`src/rtl/mem_access_pkg.sv`:
```
// Shared encodings for the memory-access stage: funct3 widths, FSM states and
// the lane-alignment helpers used by both the control path and mem_align.
package mem_access_pkg;

   localparam int unsigned REG_W = 5;

   localparam logic [2:0] F3_B  = 3'b000;
   localparam logic [2:0] F3_H  = 3'b001;
   localparam logic [2:0] F3_W  = 3'b010;
   localparam logic [2:0] F3_BU = 3'b100;
   localparam logic [2:0] F3_HU = 3'b101;

   // funct3[1:0] selects the access size; reserved codes fall into the word case
   localparam logic [1:0] SZ_B = 2'b00;
   localparam logic [1:0] SZ_H = 2'b01;

   typedef enum logic {
      IDLE = 1'b0,
      BUSY = 1'b1
   } state_t;

   // Byte lane actually used once misaligned low address bits are forced to 0
   function automatic logic [1:0] lane_align(input logic [2:0] funct3, input logic [1:0] addr_lo);
      case (funct3[1:0])
         SZ_B:    return addr_lo;
         SZ_H:    return {addr_lo[1], 1'b0};
         default: return 2'b00;
      endcase
   endfunction

   function automatic logic is_misaligned(input logic [2:0] funct3, input logic [1:0] addr_lo);
      case (funct3[1:0])
         SZ_B:    return 1'b0;
         SZ_H:    return addr_lo[0];
         default: return addr_lo != 2'b00;
      endcase
   endfunction

endpackage

```
`src/rtl/mem_align.sv`:
```
// Combinational lane logic: store strobes/replicated data and load extraction with
// sign or zero extension.
module mem_align
   import mem_access_pkg::*;
(
   input  logic [2:0]  i_funct3,
   input  logic [1:0]  i_lane,
   input  logic [31:0] i_store_data,
   input  logic [31:0] i_rdata,
   output logic [3:0]  o_wstrb,
   output logic [31:0] o_wdata,
   output logic [31:0] o_load_data
);

   logic [7:0]  w_byte;
   logic [15:0] w_half;

   assign w_byte = i_rdata[{i_lane, 3'b000} +: 8];
   assign w_half = i_rdata[{i_lane[1], 4'b0000} +: 16];

   always_comb begin
      o_wstrb     = 4'b1111;
      o_wdata     = i_store_data;
      o_load_data = i_rdata;
      case (i_funct3[1:0])
         SZ_B: begin
            o_wstrb     = 4'b0001 << i_lane;
            o_wdata     = {4{i_store_data[7:0]}};
            o_load_data = i_funct3[2] ? {24'b0, w_byte} : {{24{w_byte[7]}}, w_byte};
         end
         SZ_H: begin
            o_wstrb     = 4'b0011 << {i_lane[1], 1'b0};
            o_wdata     = {2{i_store_data[15:0]}};
            o_load_data = i_funct3[2] ? {16'b0, w_half} : {{16{w_half[15]}}, w_half};
         end
         default: ;
      endcase
   end

endmodule

```
`src/rtl/mem_access.sv`:
```
// RV32I memory-access stage: one instruction per cycle from execute, blocking data-memory
// handshake. Define MEM_MISALIGN_TRAP_EN to trap misaligned accesses instead of aligning.
module mem_access
   import mem_access_pkg::*;
#(
   parameter int unsigned WIDTH  = 32,
   parameter int unsigned ADDR_W = 32
) (
   input  logic              clk,
   input  logic              reset,
   input  logic              halt,
   input  logic              ex_valid,
   input  logic              ex_is_load,
   input  logic              ex_is_store,
   input  logic [2:0]        ex_funct3,
   input  logic [ADDR_W-1:0] ex_addr,
   input  logic [WIDTH-1:0]  ex_store_data,
   input  logic [REG_W-1:0]  ex_rd_sel,
   input  logic [WIDTH-1:0]  ex_result,
   output logic              stall,
   output logic              dmem_req,
   output logic              dmem_we,
   output logic [ADDR_W-1:0] dmem_addr,
   output logic [WIDTH-1:0]  dmem_wdata,
   output logic [3:0]        dmem_wstrb,
   input  logic              dmem_ready,
   input  logic [WIDTH-1:0]  dmem_rdata,
   output logic [REG_W-1:0]  rd_mem_sel,
   output logic [WIDTH-1:0]  rd_mem
`ifdef MEM_MISALIGN_TRAP_EN
   ,
   output logic              misalign_trap,
   output logic [ADDR_W-1:0] trap_addr
`endif
);

   state_t             r_state;
   logic               r_we;
   logic [ADDR_W-1:2]  r_addr;
   logic [1:0]         r_lane;
   logic [2:0]         r_funct3;
   logic [WIDTH-1:0]   r_store_data;
   logic [REG_W-1:0]   r_rd_cap;
   logic [REG_W-1:0]   r_rd_mem_sel;
   logic [WIDTH-1:0]   r_rd_mem;

   state_t             w_state_d;
   logic               w_accept;
   logic               w_done;
   logic               w_is_mem;
   logic               w_misalign;
   logic [3:0]         w_wstrb;
   logic [WIDTH-1:0]   w_wdata;
   logic [WIDTH-1:0]   w_load_data;

   assign w_is_mem = ex_is_load | ex_is_store;

`ifdef MEM_MISALIGN_TRAP_EN
   logic              r_trap;
   logic [ADDR_W-1:0] r_trap_addr;

   assign w_misalign    = is_misaligned(ex_funct3, ex_addr[1:0]);
   assign misalign_trap = r_trap;
   assign trap_addr     = r_trap_addr;
`else
   assign w_misalign = 1'b0;
`endif

   always_comb begin
      w_state_d = r_state;
      w_accept  = 1'b0;
      w_done    = 1'b0;
      unique case (r_state)
         IDLE: begin
            if (ex_valid && w_is_mem && !w_misalign) begin
               w_accept  = 1'b1;
               w_state_d = BUSY;
            end
         end
         BUSY: begin
            if (dmem_ready) begin
               w_done    = 1'b1;
               w_state_d = IDLE;
            end
         end
         default: w_state_d = IDLE;
      endcase
   end

   always_ff @(posedge clk) begin
      if (reset) begin
         r_state      <= IDLE;
         r_we         <= 1'b0;
         r_addr       <= '0;
         r_lane       <= '0;
         r_funct3     <= '0;
         r_store_data <= '0;
         r_rd_cap     <= '0;
         r_rd_mem_sel <= '0;
         r_rd_mem     <= '0;
`ifdef MEM_MISALIGN_TRAP_EN
         r_trap       <= 1'b0;
         r_trap_addr  <= '0;
`endif
      end else if (!halt) begin
         r_state      <= w_state_d;
         r_rd_mem_sel <= '0;
         if (r_state == IDLE && ex_valid && !w_is_mem) begin
            r_rd_mem_sel <= ex_rd_sel;
            r_rd_mem     <= ex_result;
         end
         if (w_accept) begin
            r_we         <= ex_is_store;
            r_addr       <= ex_addr[ADDR_W-1:2];
            r_lane       <= lane_align(ex_funct3, ex_addr[1:0]);
            r_funct3     <= ex_funct3;
            r_store_data <= ex_store_data;
            r_rd_cap     <= ex_rd_sel;
         end
         if (w_done && !r_we) begin
            r_rd_mem_sel <= r_rd_cap;
            r_rd_mem     <= w_load_data;
         end
`ifdef MEM_MISALIGN_TRAP_EN
         r_trap <= (r_state == IDLE) && ex_valid && w_is_mem && w_misalign;
         if ((r_state == IDLE) && ex_valid && w_is_mem && w_misalign) begin
            r_trap_addr <= ex_addr;
         end
`endif
      end
   end

   mem_align u_mem_align (
      .i_funct3     (r_funct3),
      .i_lane       (r_lane),
      .i_store_data (r_store_data),
      .i_rdata      (dmem_rdata),
      .o_wstrb      (w_wstrb),
      .o_wdata      (w_wdata),
      .o_load_data  (w_load_data)
   );

   // Request fields are gated so the bus reads all-zero whenever no request is in flight
   assign stall      = (r_state == BUSY);
   assign dmem_req   = stall;
   assign dmem_we    = stall & r_we;
   assign dmem_addr  = stall ? {r_addr, 2'b00} : '0;
   assign dmem_wdata = (stall && r_we) ? w_wdata : '0;
   assign dmem_wstrb = (stall && r_we) ? w_wstrb : '0;
   assign rd_mem_sel = r_rd_mem_sel;
   assign rd_mem     = r_rd_mem;

endmodule

```
`config.mk`:
```
export PLATFORM = sky130hd
export DESIGN_NAME = mem_access
export DESIGN_NICKNAME = d
export VERILOG_FILES = /design/src/rtl/mem_access_pkg.sv /design/src/rtl/mem_align.sv /design/src/rtl/mem_access.sv
export SDC_FILE = /design/constraint.sdc
export NUM_CORES = 1
export LEC_CHECK = 0
export ABC_AREA = 1
export ABC_CLOCK_PERIOD_IN_PS = 2200
export CAP_MARGIN = 20
export CORE_MARGIN = 3
export CORE_UTILIZATION = 48
export CTS_CLUSTER_DIAMETER = 200
export DETAILED_ROUTE_END_ITERATION = 12
export PLACE_DENSITY = 0.94
export SYNTH_ARGS = -nofsm -noshare
export SYNTH_HDL_FRONTEND = slang
export SYNTH_HIERARCHICAL = 1
export SYNTH_SLANG_ARGS = --single-unit
```
`constraint.sdc`:
```
create_clock -name clk -period 2.2 [get_ports clk]
set_clock_uncertainty 0.05 [all_clocks]
set_input_delay 0.44 -clock clk [delete_from_list [all_inputs] [get_ports clk]]
set_output_delay 0.44 -clock clk [all_outputs]
set_load 0.1 [all_outputs]
```
==> metrics.txt, run 1 <==
cell types with the largest area share after synthesis=sky130_fd_sc_hd__dfxtp_1 34%, sky130_fd_sc_hd__nand2_1 15%, sky130_fd_sc_hd__nor2_1 15%; largest fanout of any net on the critical path=6; number of I/O pins=251; worst hold margin=435.6 ps; distinct cell type count of the synthesized netlist=28; outcome=finished with violations; Vert. Die Dim=121.9 um; drt first pass iters=5; register-to-register setup slack=160 ps; Final Cell Area=10290 um2; CP Data Arrival Time=1750 ps; total count of hold-check failures in the final report=0; Die W=121.9 um; multi-input logic area=3421 um2; cell area after placement=9804 um2; clock transition at the register clock pins on the worst setup and hold paths after CTS=80 ps; number of vias in the routed layout=7686; footprint of the flip-flops and latches=2233 um2; initial antenna violation count=1; DR WL/cell=16.43 um; total length of routed met3 wires=2575 um; cell type contributing the most total cell area after synthesis=sky130_fd_sc_hd__dfxtp_1; highest routing layer actually used=met5; buffer type at the clock tree root=sky130_fd_sc_hd__clkbuf_16; static leakage power=0.004796 uW; Worst Setup End Kind=output pin; total track usage=0.3005; peak ir drop on the vdd network=0.4285 mV; Tightest Hold Check Type=flip-flop to flip-flop; residual DRC count=0; # clock sinks=111; antenna fix cells=0; CORE AREA=12880 um2; number of placement rows=41; setup slack after layout=-41.40 ps; Final min period=2241 ps; Worst Min Path Start=r_addr[28]; CTS tree=done; average cell area after synthesis=6.095 um2; grt total ovfl=0; portion of the post-synthesis area used by sequential elements=0.3449; most frequent standard cell in the layout excluding fill and tap cells=sky130_fd_sc_hd__nand2_1; proportion of layout cells with a drive suffix above 1=0.1804; number of global-route vias before repair=7082; overall die area=14850 um2; share of Yosys cell area claimed by the top area cell type=0.3449; Final nets=1424; number of warning messages in the yosys log=6; post-synthesis instance area=6442 um2; Worst Hold Path EP=r_addr[28]; remaining antenna violation count after routing=0; Initial Utilization=0.5003; Bufs on Longest Clock Path=2; Worst-Skew Late Latency=360 ps; share of the core filled with cells=0.7994; capture instance of the worst register-to-register path=rd_mem[26]; type of element launching the critical path=flip-flop; achievable clock frequency=446.2 MHz; critical path class=flip-flop to output pin; Detailed Route Iter0 Violations=964; final count of pins violating max slew=0; max_cap viols=0; Hold Buf Count CTS=0; fillcell total=794; aggregate routed wire length=23950 um; commonest cells after routing, fill and taps aside=262 x sky130_fd_sc_hd__nand2_1, 214 x sky130_fd_sc_hd__nor2_1, 144 x sky130_fd_sc_hd__inv_1; Detailed Place HPWL=16450 um; Via density=5.272; number of input and output port buffers inserted=248; final setup fails=2; met2 routed wirelength=11350 um; setup repair after global routing missed its margin=yes; Post-Syn Instances=1057; area added between synthesis and finish=59.78%; # H-tree levels=3; TritonCTS Buffers=9; cell depth of the worst hold path=2; global-route wire length before repair=35200 um; depth of the worst register-to-register path=10; routed length on met1=8643 um; beginning of the worst register-to-register path=r_funct3[1]; maximum number of pins on one net before global-route repair=65; final estimated routing congestion in global placement=0.8896; total of flip-flops plus latches after synthesis=111; ratio of final minimum period to clock period=1.019; violated checks=setup timing; Power per Cell Area=553.6 nW/um2; Req. time, crit path=1710 ps
## per-stage QoR
step	TNS [ps]	setup slack (ps)	std cells	power, uW
final	-75.89	-41.40	1458	5699
after global routing	-383.9	-92.41	1458	5930
after CTS	-86.36	-34.13	1448	5654
after detailed placement	0	35.84	1431	3800
after global placement	0	133.2	1431	3750
after floorplan	-332.6	-58.51	1058	3272
## layer usage
| metal | GRT usage | vias up |
|---|---|---|
| met1 | 0.3449 | 3453 |
| li1 | - | 3626 |
| met2 | 0.5062 | 499 |
| met3 | 0.08682 | 106 |
| met5 | 0 | - |
| met4 | 0.1590 | 2 |
## synth_stat cells
| cell | n |
|---|---|
| sky130_fd_sc_hd__buf_6 | 18 |
| sky130_fd_sc_hd__inv_8 | 1 |
| sky130_fd_sc_hd__nor2_4 | 2 |
| sky130_fd_sc_hd__nand3_2 | 5 |
| sky130_fd_sc_hd__nor2_1 | 250 |
| sky130_fd_sc_hd__conb_1 | 1 |
| sky130_fd_sc_hd__inv_2 | 3 |
| sky130_fd_sc_hd__inv_6 | 2 |
| sky130_fd_sc_hd__inv_1 | 147 |
| sky130_fd_sc_hd__nor3b_1 | 1 |
| sky130_fd_sc_hd__inv_4 | 1 |
| sky130_fd_sc_hd__nor2_8 | 2 |
| sky130_fd_sc_hd__buf_1 | 1 |
| sky130_fd_sc_hd__nand2_4 | 5 |
| sky130_fd_sc_hd__buf_2 | 20 |
| sky130_fd_sc_hd__clkbuf_1 | 13 |
| sky130_fd_sc_hd__dfxtp_1 | 111 |
| sky130_fd_sc_hd__nand2_1 | 264 |
| sky130_fd_sc_hd__o21ai_0 | 54 |
| sky130_fd_sc_hd__nand2_2 | 5 |
| sky130_fd_sc_hd__o21ai_1 | 57 |
| sky130_fd_sc_hd__nand3_1 | 55 |
| sky130_fd_sc_hd__nand4_1 | 6 |
| sky130_fd_sc_hd__nand3_4 | 2 |
| sky130_fd_sc_hd__a21oi_1 | 5 |
| sky130_fd_sc_hd__o211ai_1 | 5 |
| sky130_fd_sc_hd__nor3_2 | 1 |
| sky130_fd_sc_hd__buf_4 | 20 |
## what timing repair did
item / CTS / global route
pin swaps: 1 / 6
gates resized for setup: 7 / 15
gates cloned: 1 / 0
setup endpoints to repair: 30 / 41
setup buffers: 0 / 10
## cell families after synthesis
kind of cell,after synthesis,synth area share
flops,111,0.3449
buf+inv,226,0.1713
simple gates,598,0.3873
other cells,1,0.0005821
compound gates,121,0.09594
## registers in the layout, indices dropped and copies added, names as in the netlist
signal and count:
r_we 1, r_rd_cap 5, r_lane 2, r_store_data 32, rd_mem 32, dmem_req 1, rd_mem_sel 5, r_addr 30
r_funct3 3
## worst max-delay path, stage by stage, from the launching register on
cell and delay [ps]:
sky130_fd_sc_hd__dfxtp_4 400, sky130_fd_sc_hd__nor2_4 180, sky130_fd_sc_hd__buf_4 140, sky130_fd_sc_hd__nand2_2 60, sky130_fd_sc_hd__o211ai_1 140, sky130_fd_sc_hd__inv_1 150
sky130_fd_sc_hd__nor2_4 130, sky130_fd_sc_hd__buf_12 180
## worst max-delay path by stage
stage	start	slack [ps]	cells after the start	end
2_1_floorplan	r_funct3[1]	-60	7	dmem_wdata[31]
3_3_place_gp	dmem_rdata[31]	130	11	rd_mem[15]
3_5_place_dp	dmem_rdata[31]	40	11	rd_mem[25]
4_1_cts	dmem_req	-30	4	dmem_wstrb[3]
5_1_grt	r_funct3[0]	-90	8	dmem_wdata[15]
6_report	r_funct3[0]	-40	7	dmem_wdata[27]
## cell type report
type	count	share of cell area
repair buffers	283	0.3388
multi-input cells	722	0.3323
flip-flops and latches	111	0.2170
inverters	154	0.05907
clock buffers	9	0.02188
well taps	172	0.02091
clock inverters	7	0.01009
## power breakdown
part	switching, uW	internal, uW	total [uW]
clock	832	1010	1850
sequential	93.0	2130	2220
combinational	1020	609	1630
Note: power is estimated with default switching activity, not from simulation.
==> run 2, diff against run 1 <==
Settings changed: SETUP_SLACK_MARGIN set to 0.2, SKIP_CTS_REPAIR_TIMING set to 1.
==> metrics.txt, run 2 (synthesis results as in run 1) <==
setup repair after global routing missed its margin=yes; overall die area=14850 um2 (unchanged); final setup fails=2 (unchanged); Bufs on Longest Clock Path=2 (unchanged); final estimated routing congestion in global placement=0.8970 (+0.83%); static leakage power=0.004580 uW (-4.5%); clock transition at the register clock pins on the worst setup and hold paths after CTS=80 ps (about the same); aggregate routed wire length=25890 um (+8.1%); CP Data Arrival Time=1780 ps (+30 ps); residual DRC count=0 (unchanged); beginning of the worst register-to-register path=r_lane[0]; Vert. Die Dim=121.9 um (unchanged); Detailed Route Iter0 Violations=1000 (+3.7%); DR WL/cell=17.57 um (+7.0%); overall power consumption=5785 uW (+1.5%); Via density=5.487 (+4.1%); peak ir drop on the vdd network=0.4568 mV (+6.6%); Final min period=2272 ps (+31.10 ps); capture instance of the worst register-to-register path=rd_mem[21]; largest fanout of any net on the critical path=7 (+1); achievable clock frequency=440.0 MHz (-1.4%); type of element launching the critical path=flip-flop; initial antenna violation count=0 (-1); TritonCTS Buffers=9 (unchanged); number of I/O pins=251 (unchanged); Worst Hold Path EP=rd_mem_sel[3]; remaining antenna violation count after routing=0 (unchanged); Power per Cell Area=544.8 nW/um2 (-1.6%); CTS tree=done; outcome=finished with violations; total track usage=0.3045 (+0.003982); ordered list of cells on the worst path=nor2_4 -> buf_12 -> nand2_1 -> nand3_2 -> inv_1 -> nor2_4 -> buf_12; number of input and output port buffers inserted=248 (unchanged); commonest cells after routing, fill and taps aside=258 x sky130_fd_sc_hd__nand2_1, 214 x sky130_fd_sc_hd__nor2_1, 142 x sky130_fd_sc_hd__clkdlybuf4s50_1; cell depth of the worst hold path=2 (unchanged); number of global-route vias before repair=7316 (+3.3%); area added between synthesis and finish=64.83%; buffer type at the clock tree root=sky130_fd_sc_hd__clkbuf_16; depth of the worst register-to-register path=11 (+1); antenna fix cells=0 (unchanged); Req. time, crit path=1710 ps (about the same); Final Cell Area=10620 um2 (+3.2%); number of vias in the routed layout=8083 (+5.2%); ratio of final minimum period to clock period=1.033 (+0.01414); most frequent standard cell in the layout excluding fill and tap cells=sky130_fd_sc_hd__nand2_1; total count of hold-check failures in the final report=0 (unchanged); violated checks=setup timing; maximum number of pins on one net before global-route repair=74 (+14%); proportion of layout cells with a drive suffix above 1=0.2252 (+0.04481); max_cap viols=0 (unchanged); # clock sinks=111 (unchanged); Worst Setup End Kind=output pin; drt first pass iters=7 (+2); cell area after placement=9928 um2 (+1.3%); Initial Utilization=0.5003 (unchanged); # H-tree levels=3 (unchanged); Tightest Hold Check Type=flip-flop to flip-flop; crit path buf inv count=3 (unchanged); Worst-Skew Late Latency=360 ps (about the same); Die W=121.9 um (unchanged); global-route wire length before repair=35960 um (+2.2%); CP max stage delay=400 ps (about the same); library cell contributing the largest single delay on the critical path=sky130_fd_sc_hd__dfxtp_4; CORE AREA=12880 um2 (unchanged); Final nets=1439 (+1.1%); critical path class=flip-flop to output pin; final count of pins violating max slew=0 (unchanged); Worst Min Path Start=rd_mem_sel[3]; number of placement rows=41 (unchanged); register-to-register setup slack=100 ps (-60 ps); grt total ovfl=0 (unchanged); setup slack after layout=-72.50 ps (-31.10 ps); Detailed Place HPWL=16820 um (+2.2%); top cell family by delay on the critical path=simple AND/OR/NAND/NOR gates
==> run 2: routing by layer <==
metal | GRT usage | vias to the layer above | share of wire
met2 | 0.5249 | 641 | 0.47
met1 | 0.3367 | 3600 | 0.33
met5 | 0 | - | 0
met3 | 0.08914 | 184 | 0.13
met4 | 0.1660 | 0 | 0.070
li1 | - | 3658 | -
==> run 2: stage by stage <==
stage | setup TNS (ps) | util | worst slack (ps) | hold slack, ps | cells
after floorplan | 0 | - | 22.58 | 404.0 | 1058
after global placement | 0 | 0.7711 | 116.4 | 408.0 | 1431
after detailed placement | -9.795 | 0.7711 | -9.795 | 415.0 | 1431
after CTS | -2345 | 0.7967 | -231.3 | 429.2 | 1447
after global routing | -167.3 | 0.8247 | -103.1 | 450.3 | 1473
final | -93.89 | 0.8247 | -72.50 | 431.9 | 1473
==> run 2: final cells by class <==
| cell class | count | area [um2] |
|---|---|---|
| Sequential cell | 111 | 2240 |
| Inverter | 154 | 726.9 |
| Multi-Input combinational cell | 722 | 3485 |
| Clock inverter | 6 | 91.34 |
| Clock buffer | 10 | 239.0 |
| Fill cell | 721 | 2257 |
| Timing Repair Buffer | 298 | 3622 |
| Tap cell | 172 | 215.2 |
==> run 2: report_power, final <==
part / leakage, uW / switching, uW / internal [uW] / total (uW)
Combinational: 0.00352 / 1080 / 631 / 1710
Clock: 0.000151 / 810 / 1040 / 1850
Sequential: 0.000913 / 96.8 / 2130 / 2230
==> run 2: tightest hold or removal path, delay by kind of cell, from the launching register on <==
| kind | cells | cell delay, ps |
|---|---|---|
| compound gates | 1 | 60 |
| simple gates | 1 | 60 |
| flops | 1 | 320 |
==> run 2: worst max path at each step <==
| stage | slack (ps) | end | from | depth (start not counted) |
|---|---|---|---|---|
| floorplan | 20 | dmem_wdata[3] | dmem_req | 3 |
| global placement | 120 | rd_mem[13] | dmem_rdata[23] | 11 |
| detailed placement | -10 | rd_mem[16] | dmem_rdata[23] | 11 |
| CTS | -230 | dmem_wstrb[2] | r_funct3[1] | 6 |
| global route | -100 | dmem_wdata[29] | r_funct3[1] | 7 |
| finish | -70 | dmem_wdata[29] | r_funct3[1] | 7 |
==> run 3, diff against run 2 <==
Settings changed: CORE_UTILIZATION 48 to 42, PLACE_DENSITY 0.94 to 0.84, REMOVE_ABC_BUFFERS set to 1.
==> metrics.txt, run 3 (synthesis results as in run 1) <==
Vert. Die Dim=129.9 um (+6.6%); # clock sinks=111 (unchanged); setup repair after global routing missed its margin=yes; register-to-register setup slack=370 ps (+270 ps); Post-Place Worst Slack=79.24 ps (+89.04 ps); Final nets=1429 (-0.69%); drt first pass iters=5 (-2); final std cells w/o fill=1476 (+0.20%); setup slack after layout=34.28 ps (+106.8 ps); Worst Hold Path EP=rd_mem_sel[3]; critical path class=flip-flop to output pin; Tightest Hold Check Type=flip-flop to flip-flop; residual DRC count=0 (unchanged); number of placement rows=44 (+7.3%); CP Data Arrival Time=1680 ps (-100 ps); CP max stage delay=370 ps (-30 ps); final setup fails=0 (-2); final count of pins violating max slew=0 (unchanged); Worst Setup End Kind=output pin; number of vias in the routed layout=7242 (-10%); CTS tree=done; static leakage power=0.004933 uW (+7.7%); clock transition at the register clock pins on the worst setup and hold paths after CTS=80 ps (about the same); peak ir drop on the vdd network=0.4578 mV (+0.22%); fillcell total=1185 (+64%); capture instance of the worst register-to-register path=rd_mem[30]; Power per Cell Area=541.0 nW/um2 (-0.69%); type of element launching the critical path=flip-flop; Worst-Skew Late Latency=360 ps (about the same); number of I/O pins=251 (unchanged); overall die area=16860 um2 (+14%); proportion of layout cells with a drive suffix above 1=0.1913 (-0.03389); achievable clock frequency=461.7 MHz (+4.9%); Detailed Place HPWL=15510 um (-7.8%); total count of hold-check failures in the final report=0 (unchanged); cell depth of the worst hold path=2 (unchanged); Via density=4.907 (-11%); beginning of the worst register-to-register path=r_funct3[0]; remaining antenna violation count after routing=0 (unchanged); grt total ovfl=0 (unchanged); # H-tree levels=3 (unchanged); commonest cells after routing, fill and taps aside=249 x sky130_fd_sc_hd__nand2_1, 228 x sky130_fd_sc_hd__nor2_1, 142 x sky130_fd_sc_hd__clkdlybuf4s50_1; Req. time, crit path=1710 ps (about the same); max_cap viols=0 (unchanged); most frequent standard cell in the layout excluding fill and tap cells=sky130_fd_sc_hd__nand2_1; Final min period=2166 ps (-106.8 ps); largest fanout of any net on the critical path=5 (-2); maximum number of pins on one net before global-route repair=76 (+2.7%); Worst Min Path Start=rd_mem_sel[3]; total track usage=0.2443 (-0.06022); final estimated routing congestion in global placement=0.8553 (-4.6%); Detailed Route Iter0 Violations=437 (-56%); overall power consumption=5608 uW (-3.1%); Initial Utilization=0.4367 (-0.06369); area added between synthesis and finish=60.88%; global-route wire length before repair=32690 um (-9.1%); library cell contributing the largest single delay on the critical path=sky130_fd_sc_hd__dfxtp_4; depth of the worst register-to-register path=9 (-2); number of input and output port buffers inserted=248 (unchanged); buffer type at the clock tree root=sky130_fd_sc_hd__clkbuf_16; outcome=complete, no violations; TritonCTS Buffers=9 (unchanged); Inst Count DP=1443 (+0.84%); Die W=129.9 um (+6.6%); CORE AREA=14750 um2 (+15%); Bufs on Longest Clock Path=2 (unchanged); DR WL/cell=14.66 um (-17%); number of global-route vias before repair=6857 (-6.3%); ordered list of cells on the worst path=nor2_4 -> buf_6 -> nand2_2 -> o211ai_1 -> inv_1 -> nor2_2 -> buf_12; ratio of final minimum period to clock period=0.9844 (-0.04853); aggregate routed wire length=21640 um (-16%); initial antenna violation count=0 (unchanged)
run 3: changes by cell type in the layout (fill, tap and decap cells not counted), sizes merged:
cell | before | now
nand3 | 63 | 62
clkinvlp | 34 | 0
bufinv | 2 | 1
clkinv | 1 | 5
clkbuf | 11 | 10
buf | 155 | 146
diode | 0 | 1
inv | 123 | 155
run 3: final cells by class:
cell class / instances / area (um2) / share of cell area
antenna: 1 / 2.502 / 0.0002414
clock inverter: 7 / 91.34 / 0.008812
clock buffer: 9 / 225.2 / 0.02173
sequential: 111 / 2232 / 0.2154
inverter: 154 / 620.6 / 0.05987
multi-input combinational: 721 / 3359 / 0.3241
timing repair buffer: 289 / 3603 / 0.3477
tap: 184 / 230.2 / 0.02221
run 3: per-stage QoR:
step	setup TNS, ps	area, um2	hold WS [ps]	util
floorplan	-358400	5941	404.9	-
global route	-146.2	10360	460.6	0.7023
CTS	-1584	9897	438.3	0.6708
finish	0	10360	435.5	0.7025
detailed placement	0	9580	422.0	0.6493
global placement	0	9580	411.2	0.6493
run 3: layer usage:
metal / track usage / part of all wire / wire length, um
met5: 0 / 0 / 0
met1: 0.2576 / 0.37 / 8030
met4: 0.09841 / 0.029 / 637
met3: 0.1044 / 0.12 / 2627
met2: 0.4295 / 0.48 / 10340
run 3: worst max path at each step:
| stage | from | end | slack (ps) | cells after the start |
|---|---|---|---|---|
| 3_3_place_gp | dmem_rdata[31] | rd_mem[21] | 120 | 11 |
| 2_1_floorplan | dmem_req | dmem_wdata[0] | -2920 | 2 |
| 3_5_place_dp | dmem_rdata[31] | rd_mem[21] | 80 | 11 |
| 4_1_cts | r_funct3[0] | dmem_wdata[28] | -170 | 7 |
| 5_1_grt | r_funct3[1] | dmem_wdata[25] | -30 | 7 |
| 6_report | r_funct3[0] | dmem_wdata[28] | 30 | 7 |
run 3: worst max-delay path, delay by kind of cell, from the launching register on:
kind	cells	cell delay (ps)
AOI/OAI and AO/OA	1	80
buffers and inverters	3	460
DFF	1	370
and+or+nand+nor	3	410
run 3: power by group:
part | internal (uW) | leakage [uW] | switching, uW
clock | 915 | 0.000157 | 850
combinational | 638 | 0.00387 | 990
sequential | 2130 | 0.000911 | 83.3
